**config.mk**
```make
export PLATFORM = sky130hd
export DESIGN_NAME = edge_period_meter
export DESIGN_NICKNAME = d
export VERILOG_FILES = /design/src/rtl/edge_period_meter.sv
export SDC_FILE = /design/constraint.sdc
export NUM_CORES = 1
export LEC_CHECK = 0
export CORE_AREA = 2 2 83 85
export CTS_CLUSTER_SIZE = 8
export DETAILED_ROUTE_END_ITERATION = 7
export DIE_AREA = 0 0 85 87
export GPL_TIMING_DRIVEN = 0
export PLACE_DENSITY_LB_ADDON = 0.08
export SLEW_MARGIN = 20
export SYNTH_ARGS = -nofsm -noshare
export SYNTH_HDL_FRONTEND = slang
export SYNTH_SLANG_ARGS = --single-unit
```
**constraint.sdc**
```tcl
create_clock -name clk -period 2.6 [get_ports clk]
set_input_delay 0.52 -clock clk [delete_from_list [all_inputs] [get_ports clk]]
set_output_delay 0.52 -clock clk [all_outputs]
set_load 0.02 [all_outputs]
```
**src/rtl/edge_period_meter.sv**
```systemverilog
// Slow square-wave meter: synchronises sig_in, strobes edges,
// measures rise-to-rise period and high time, flags a stalled input.
module edge_period_meter #(
  parameter int CNT_W   = 26,
  parameter int TIMEOUT = 50_000_000 - 1
) (
  input  logic             clk,
  input  logic             rst,
  input  logic             sig_in,
  output logic             rise_pulse,
  output logic             fall_pulse,
  output logic [CNT_W-1:0] period,
  output logic [CNT_W-1:0] high_time,
  output logic             period_valid,
  output logic             stalled
);

  typedef enum logic [1:0] {
    ARM   = 2'd0,
    MEAS  = 2'd1,
    STALL = 2'd2
  } state_t;

  localparam logic [CNT_W-1:0] TO  = CNT_W'(TIMEOUT);
  localparam logic [CNT_W-1:0] ONE = CNT_W'(1);

  state_t           state_q;
  logic             s1_q, s2_q, prev_q;
  logic             rise_q, fall_q;
  logic             valid_q, stalled_q;
  logic [CNT_W-1:0] cnt_q, cnt_d;
  logic [CNT_W-1:0] period_q, high_q;
  logic [CNT_W-1:0] cnt_inc;
  logic             rise_d, fall_d, tmo;

  assign rise_d  = s2_q & ~prev_q;
  assign fall_d  = ~s2_q & prev_q;
  assign tmo     = (cnt_q == TO);
  assign cnt_inc = cnt_q + ONE;

  always_comb begin
    cnt_d = cnt_inc;
    if (rise_d) begin
      cnt_d = '0;
    end else if (tmo) begin
      cnt_d = TO;
    end
  end

  always_ff @(posedge clk) begin
    if (!rst) begin
      s1_q      <= 1'b0;
      s2_q      <= 1'b0;
      prev_q    <= 1'b0;
      rise_q    <= 1'b0;
      fall_q    <= 1'b0;
      cnt_q     <= '0;
      period_q  <= '0;
      high_q    <= '0;
      valid_q   <= 1'b0;
      stalled_q <= 1'b0;
      state_q   <= ARM;
    end else begin
      s1_q   <= sig_in;
      s2_q   <= s1_q;
      prev_q <= s2_q;
      rise_q <= rise_d;
      fall_q <= fall_d;
      cnt_q  <= cnt_d;
      unique case (state_q)
        ARM: begin
          if (rise_d) begin
            state_q   <= MEAS;
            stalled_q <= 1'b0;
          end else if (tmo) begin
            stalled_q <= 1'b1;
          end
        end
        MEAS: begin
          if (fall_d) begin
            high_q <= cnt_inc;
          end
          if (rise_d) begin
            period_q <= cnt_inc;
            valid_q  <= 1'b1;
          end else if (tmo) begin
            // stall entry wipes any fall captured on this edge
            state_q   <= STALL;
            stalled_q <= 1'b1;
            valid_q   <= 1'b0;
            period_q  <= '0;
            high_q    <= '0;
          end
        end
        STALL: begin
          if (rise_d) begin
            state_q   <= MEAS;
            stalled_q <= 1'b0;
          end
        end
        default: state_q <= ARM;
      endcase
    end
  end

  assign rise_pulse   = rise_q;
  assign fall_pulse   = fall_q;
  assign period       = period_q;
  assign high_time    = high_q;
  assign period_valid = valid_q;
  assign stalled      = stalled_q;

endmodule

```
==> Yosys cells after proc, flatten, opt, wreduce, memory -nomap -nowiden <==
Index checks and enable logic that the tools add are counted.
{ "classes": {"n_addsub": 1, "eq_ne": 7, "n_reduce_logical": 9, "bitwise": 5, "muxes": 17} }
{ "op_table": {"columns": ["cell", "n"], "rows": [
  ["$mux 26", 6],
  ["$add 26x1->26 const B", 1],
  ["$eq 26x26->1 const B", 1],
  ["$mux 1", 6],
  ["$mux 2", 3],
  ["$ne 2x2->1 const B", 3],
  ["$reduce_and 3->1", 2],
  ["$pmux 2 s2", 1],
  ["$reduce_or 2->1", 2],
  ["$not 1->1", 3],
  ["$pmux 1 s3", 1],
  ["$reduce_bool 3->1", 1],
  ["$reduce_or 3->1", 1],
  ["$and 1x1->1", 2],
  ["$eq 2x1->1 const B", 1],
  ["$eq 2x2->1 const B", 1],
  ["$logic_not 2->1", 1],
  ["$ne 2x1->1 const B", 1],
  ["$reduce_and 2->1", 1],
  ["$reduce_bool 2->1", 1]
]} }
{ "totals": {"inputBits": 3, "reg_bits": 87, "word_cells": 51} }

==> Logic depth before layout (Yosys ltp) <==
Gate-level depths: netlist of run 1.
{ "depth": {"word_depth": 5, "depth_mapped": 9, "mapped_depth_nobuf": 6} }

==> Worst setup path after synthesis of run 1 <==
Ideal clock, no wire load.
{ "synth_timing": {"path_type": "register -> register", "start": "register cnt_q[0]", "end": "register period_q[11] (netlist: period[11])", "period_less_slack_ns": 1.867, "n_path_buf": 1, "t_arrival_ns": 1.742, "path_stages_with_launch": 7, "setup_slack_ns": 0.733, "required_time_ns": 2.475, "setup_time_ns": 0.125, "cell_sequence": "dfxtp_1 ha_1 nand4_1 o311ai_4 o21ai_4 buf_6 o2bb2ai_1"} }
{ "synth_between": {"elab_chain_cells": 3, "elab_cells_between_ends": 5} }
{ "synth_rtl": {"columns": ["element", "line_no", "text"], "rows": [
  ["start: declaration", "31", "logic [CNT_W-1:0] cnt_q, cnt_d;"],
  ["start signal: assignment", "69", "cnt_q <= cnt_d;"],
  ["branches (longest 3 deep; another with $add 26x1->26)", null, null],
  ["end signal: assignment", "84", "period_q <= cnt_inc;"],
  ["end: declaration", "32", "logic [CNT_W-1:0] period_q, high_q;"]
]} }
Several ways; the timed one is not identified.
A chain may end at the register's enable or synchronous reset.

==> Worst setup path after layout of run 1 <==
{ "layout_timing": {"start": "register cnt_q[0]", "end": "register period_q[17] (netlist: period[17])"} }
The elaborated chain is that of the path after synthesis.

==> results of run 1 <==
==> power by group through the flow <==
stage | clock, uW | sequential [uW] | combinational, uW
final | 971 | 1350 | 86.1
after floorplan | 0 | 1380 | 60.6
after CTS | 993 | 1350 | 86.7
after global placement | 0 | 1380 | 86.1
after global routing | 1050 | 1350 | 94.4
after detailed placement | 0 | 1380 | 86.7
==> state kept, by name, indices dropped and copies added (netlist names) <==
signal	count
s1_q	1
s2_q	1
fall_pulse	1
cnt_q	26
prev_q	1
high_time	26
period_valid	1
rise_pulse	1
stalled	1
state_q	2
period	26
==> layout make-up <==
class,count,area share
buffer,13,0.0201
clock buffer,10,0.0310
clock inverter,4,0.0176
inverter,8,0.00729
multi-input combinational,224,0.338
sequential,87,0.423
tap,80,0.0243
timing repair buffer,57,0.139
==> through the flow <==
step / std cells / power, uW / utilization / hold slack, ps / setup WS [ps]
after detailed placement: 469 / 1470 / 0.596 / 423 / 307
after global routing: 483 / 2490 / 0.627 / 457 / 98.5
final: 483 / 2400 / 0.627 / 437 / 309
after floorplan: 332 / 1440 / - / 412 / 733
after CTS: 483 / 2430 / 0.627 / 442 / 293
after global placement: 469 / 1460 / 0.596 / 415 / 353
==> worst max-delay path by stage <==
stage / endpoint / slack, ps / cells past startpoint
after global routing: period[0]$_SDFFE_PN0P_ / 100 / 6
final: period[17]$_SDFFE_PN0P_ / 310 / 6
after detailed placement: period[21]$_SDFFE_PN0P_ / 310 / 6
after global placement: period[3]$_SDFFE_PN0P_ / 350 / 6
after floorplan: period[11]$_SDFFE_PN0P_ / 730 / 6
after CTS: period[25]$_SDFFE_PN0P_ / 290 / 6
==> metal layers <==
layer | up-vias | part of all wire
met2 | 66 | 0.47
met1 | 1221 | 0.47
li1 | 1295 | -
met4 | 0 | 0.015
met3 | 11 | 0.047
met5 | - | 0
==> cell families (layout without fill, tap and decap cells) <==
kind of cell | after synthesis | count (layout) | synth area share
AOI/OAI and AO/OA | 72 | 72 | 0.155
xor gates and xnor gates | 24 | 24 | 0.0647
adders and majority gates | 5 | 5 | 0.0193
buffers and inverters | 21 | 92 | 0.0347
DFF | 87 | 87 | 0.536
muxes | 1 | 1 | 0.00308
and+or+nand+nor | 122 | 122 | 0.187
==> cells in the final DEF (no fill, tap or decap), drive strengths merged, types with 2 or more instances in the layout <==
cell,synthesis,final
nor3,8,8
inv,8,8
dfxtp,87,87
and4,5,5
clkdlybuf4s50,0,57
nor2b,3,3
nand2,41,41
a21oi,14,14
and2,4,4
xnor2,16,16
xor2,8,8
buf,7,7
o22ai,2,2
nor4,6,6
o2bb2ai,23,23
ha,5,5
and3,4,4
and4bb,2,2
bufinv,0,2
nand3,15,15
nor2,27,27
o21ai,30,30
clkbuf,6,16
nand4,5,5
==> worst max-delay path, cell delays in order, from the launching register on <==
cell	delay, ps
dfxtp_1	440
ha_1	260
nand4_1	280
o311ai_4	650
o21ai_4	210
buf_6	200
o2bb2ai_1	120
==> key figures, run 1 <==
Drt
  • Iter 0 DRT Violations: 127
  • Pre-antenna DRT Iters: 4
  • Vias: 2,593
  • Routed len/inst: 14.8 um
  • DRC Markers: 0
  • ANT nets after route: 0
  • Routed WL: 7.13 mm
  • Vias per cell: 5.37

Synth
  • Top post-synthesis cells by area: dfxtp_1, o2bb2ai_1, nand2_1
  • Synth cell count leaders: dfxtp_1, nand2_1, nor2_1, o21ai_0, o2bb2ai_1
  • Synthesized flop and latch total: 87
  • Yosys warning count: 0
  • Unique masters post-synth: 35
  • Cell Area, Synth: 3250 um^2
  • Post-Syn Area per Cell: 9.78 um^2
  • Synth Net Count: 340
  • Dominant cell by count in the synthesized netlist: dfxtp_1
  • Yosys top cell area share: 0.536
  • Sequential area share after synthesis: 0.536
  • Largest area contributor in the netlist: dfxtp_1
  • Post-synth EDFFs: 0
  • Ys async rst share: 0
  • Gate Count Post-Synth: 332
  • Ys flop type: dfxtp_1

Layout
  • FF+latch area: 1740 um^2
  • Fill count: 589
  • Share of cells above drive strength 1: 0.0670
  • Diodes inserted: 0
  • Post-route cell area: 4120 um^2
  • Area occupied by multi-input gates: 1390 um^2
  • Area Overhead vs Synth: 26.8%
  • Layout Nets: 408

Worst hold path
  • Hold path depth: 1
  • Hold crit path type: register to register
  • Endpoint, Worst Hold: s2_q$_SDFF_PN0_
  • Min-delay src: s1_q$_SDFF_PN0_

Power and ir drop
  • Psw: 506 uW
  • Clock power share: 0.404
  • PD cells: 584 nW/um^2
  • Sw Ratio: 0.210
  • Flop pwr share: 0.560
  • Leakage power: 0.00139 uW
  • Worst-case vdd ir drop: 0.350 mV
  • Pint: 1900 uW
  • Comb power frac: 0.036

GRT
  • First-pass GRT wire length: 11.7 mm
  • Antenna violations before repair: 0
  • GR peak layer: met2
  • Total gr overflow: 0
  • Tot GR Track Use: 0.202
  • Global routing usage on met1: 0.270
  • Met2 Use GR: 0.322
  • GRT met3 Usage: 0.0464
  • Vias in the first global route: 2,462
  • Largest net degree at the start of global routing: 14

Placement
  • PortBufs: 57
  • Post-DP HPWL: 5.15 mm
  • Placer Congestion: 0.850
  • Cell Area, Placed: 3920 um^2

Floorplan
  • I/O pin total: 59
  • Die height: 87 um
  • Core ar.: 6570 um^2
  • Starting Density: 0.494
  • Die X: 85 um
  • Die ar.: 7400 um^2
  • Row count: 30

Clock tree
  • Clk sinks: 87
  • TritonCTS buffer count: 9
  • Count of cells resized by post-cts repair: 0
  • Post-CTS Setup Bufs: 0
  • # hold bufs at CTS: 0
  • CTS H-Tree Depth: 3
  • Root buffer cell: clkbuf_8
  • Worst-case clock buffer depth: 2
  • Worst-Skew Late Latency: 350 ps
  • Clock Pin Slew Worst Setup and Hold Paths: 80 ps
  • CTS tree: built

Setup path
  • Reg2reg end: period[17]$_SDFFE_PN0P_
  • Crit start category: register
  • CP Data Arrival Time: 2510 ps
  • Worst r2r src: cnt_q[0]$_SDFF_PP0_
  • Worst Setup SP: cnt_q[0]$_SDFF_PP0_
  • Data required time of the critical path: 2820 ps
  • Max Fanout on Critical Path: 10
  • Worst setup EP type: register
  • Crit Path Category: register to register
  • R2R setup slack: 310 ps
  • R2r worst-path depth: 6

STA
  • Setup TNS: 0 ps
  • Slew @ Worst Pin: 591 ps
  • Max transition margin: 0.605
  • Setup Viol. Count Final: 0
  • Final Hold Fails: 0
  • Min Tclk post-route: 2290 ps
  • Final Max Slew Viols: 0
  • Unrepaired setup endpoints after global routing: no
  • Fin crit share: 0.881
  • Fmax: 436 MHz
  • Clk_skew: 11.8 ps

Flow run
  • MaxCap Viol Count: 0

Status
  • Outcome: completed
(Power assumes the default switching activity.)
==> inputs of run 2 (changes only) <==
--- a/config.mk
+++ b/config.mk
@@ -6,6 +6,7 @@
 export NUM_CORES = 1
 export LEC_CHECK = 0
 export CORE_AREA = 2 2 83 85
+export CTS_BUF_LIST = sky130_fd_sc_hd__clkbuf_4 sky130_fd_sc_hd__clkbuf_8 sky130_fd_sc_hd__clkbuf_16
 export CTS_CLUSTER_SIZE = 8
 export DETAILED_ROUTE_END_ITERATION = 7
 export DIE_AREA = 0 0 85 87
==> run 2 against run 1 <==
Net effect:
- first-iteration DRC count up 3.9%
- non-clock buffer count unchanged
- core utilization up 0.057 points
- combinational power about the same
- design area about the same
- largest cell class unchanged
- die area did not move
==> key figures, run 2 (synthesis results as in run 1) <==
Setup path
  • R2R setup slack: 320 ps (about the same)
  • Reg2reg end: period[17]$_SDFFE_PN0P_
  • Crit start category: register
  • Max Fanout on Critical Path: 10 (unchanged)
  • R2r worst-path depth: 6 (unchanged)
  • Data required time of the critical path: 2820 ps (about the same)
  • Worst setup EP type: register
  • Worst r2r src: cnt_q[0]$_SDFF_PP0_
  • CP Data Arrival Time: 2500 ps (about the same)
  • Crit Path Category: register to register

Placement
  • Place WS: 307 ps (unchanged)
  • PortBufs: 57 (unchanged)
  • Post-DP HPWL: 5.15 mm (unchanged)
  • Placer Congestion: 0.850 (unchanged)

STA
  • Fmax: 438 MHz (+0.35%)
  • Setup TNS: 0 ps (unchanged)
  • Min Tclk post-route: 2280 ps (-8.06 ps)
  • Final Max Slew Viols: 0 (unchanged)
  • Fin crit share: 0.878 (-0.00310)
  • Setup Viol. Count Final: 0 (unchanged)
  • Final Hold Fails: 0 (unchanged)
  • Unrepaired setup endpoints after global routing: no
  • Hold WS: 437 ps (+0.0540 ps)
  • Setup ws final: 317 ps (+8.06 ps)
  • Slew @ Worst Pin: 592 ps (+1.01 ps)
  • Max transition margin: 0.605 (-0.000678)
  • Clk_skew: 12.0 ps (+0.164 ps)

Drt
  • Vias: 2,597 (+0.15%)
  • Pre-antenna DRT Iters: 4 (unchanged)
  • Routed WL: 7.15 mm (+0.29%)
  • DRC Markers: 0 (unchanged)
  • ANT nets after route: 0 (unchanged)
  • Vias per cell: 5.38 (+0.15%)
  • Iter 0 DRT Violations: 132 (+3.9%)
  • Routed len/inst: 14.8 um (+0.29%)

Layout
  • Share of cells above drive strength 1: 0.0695 (+0.00248)
  • Commonest non-fill, non-tap cell in the layout: dfxtp_1
  • Diodes inserted: 0 (unchanged)
  • Layout Nets: 408 (unchanged)
  • Area Overhead vs Synth: 26.9% (about the same)
  • Most frequent cells in the layout: dfxtp_1, clkdlybuf4s50_1, nand2_1

Floorplan
  • Die height: 87 um (unchanged)
  • Die X: 85 um (unchanged)
  • Row count: 30 (unchanged)
  • Starting Density: 0.494 (unchanged)
  • Die ar.: 7400 um^2 (unchanged)
  • Core ar.: 6570 um^2 (unchanged)
  • I/O pin total: 59 (unchanged)

GRT
  • Largest net degree at the start of global routing: 14 (unchanged)
  • Vias in the first global route: 2,461 (-0.041%)
  • Tot GR Track Use: 0.202 (unchanged)
  • First-pass GRT wire length: 11.7 mm (unchanged)
  • Antenna violations before repair: 0 (unchanged)
  • Total gr overflow: 0 (unchanged)

Clock tree
  • Count of cells resized by post-cts repair: 0 (unchanged)
  • # hold bufs at CTS: 0 (unchanged)
  • Clk sinks: 87 (unchanged)
  • Clock Pin Slew Worst Setup and Hold Paths: 80 ps (about the same)
  • Worst-case clock buffer depth: 2 (unchanged)
  • TritonCTS buffer count: 9 (unchanged)
  • CTS tree: built
  • CTS H-Tree Depth: 3 (unchanged)
  • Root buffer cell: clkbuf_8
  • Post-CTS Setup Bufs: 0 (unchanged)
  • Worst-Skew Late Latency: 350 ps (about the same)

Flow run
  • MaxCap Viol Count: 0 (unchanged)

Worst hold path
  • Min-delay src: s1_q$_SDFF_PN0_
  • Hold crit path type: register to register
  • Endpoint, Worst Hold: s2_q$_SDFF_PN0_
  • Hold path depth: 1 (unchanged)

Power and ir drop
  • Total power: 2410 uW (+0.43%)
  • Pint: 1910 uW (+0.55%)
  • Clock power share: 0.406 (+0.002)
  • Worst-case vdd ir drop: 0.350 mV (about the same)
  • Leakage power: 0.00140 uW (+0.25%)
  • Sw Ratio: 0.209 (-0.000956)
  • PD cells: 586 nW/um^2 (+0.34%)
  • Comb power frac: 0.036 (about the same)
  • Psw: 506 uW (about the same)
  • Flop pwr share: 0.558 (-0.002)

Status
  • Outcome: completed
[run 2: cell counts in the layout (fill, tap and decap cells not counted)]
No cell type changed its count.
[run 2: worst max-delay path by stage]
stage                                    from                 endpoint  slack (ps)  cells after the start
after global placement    cnt_q[0]$_SDFF_PP0_   period[3]$_SDFFE_PN0P_         350                      6
final                     cnt_q[0]$_SDFF_PP0_  period[17]$_SDFFE_PN0P_         320                      6
after CTS                 cnt_q[0]$_SDFF_PP0_  period[25]$_SDFFE_PN0P_         290                      6
after detailed placement  cnt_q[0]$_SDFF_PP0_  period[21]$_SDFFE_PN0P_         310                      6
after global routing      cnt_q[0]$_SDFF_PP0_   period[0]$_SDFFE_PN0P_         100                      6
after floorplan           cnt_q[0]$_SDFF_PP0_  period[11]$_SDFFE_PN0P_         730                      6
[run 2: power by group through the flow]
stage                     clock [uW]  combinational (uW)  sequential (uW)
after floorplan                    0                60.6             1380
after global placement             0                86.1             1380
after detailed placement           0                86.7             1380
after CTS                       1000                86.7             1350
after global routing            1060                94.4             1350
final                            981                86.0             1350
[run 2: final cells by class]
type | count | area (um^2)
tap | 80 | 100
sequential | 87 | 1740
clock inverter | 4 | 72.6
inverter | 8 | 30.0
fill | 587 | 2450
clock buffer | 10 | 131
timing repair buffer | 57 | 571
buffer | 13 | 82.6
multi-input combinational | 224 | 1390
[run 2: worst max-delay path, stage by stage, from the launching register on]
cell,delay (ps)
dfxtp_1,440
ha_1,260
nand4_1,270
o311ai_4,650
o21ai_4,210
buf_6,200
o2bb2ai_1,120
[run 2: through the flow]
stage	utilization	cell area [um^2]	std cells
after floorplan	-	3250	332
after global placement	0.596	3920	469
after detailed placement	0.596	3920	469
after CTS	0.627	4120	483
after global routing	0.627	4120	483
final	0.627	4120	483
[run 2: metal layers]
metal  global-route usage  up-vias  part of all wire
met5                    0        -                 0
met4               0.0765        0             0.015
met3               0.0464       11             0.044
met2                0.322       60              0.47
met1                0.270     1229              0.47
li1                     -     1297                 -
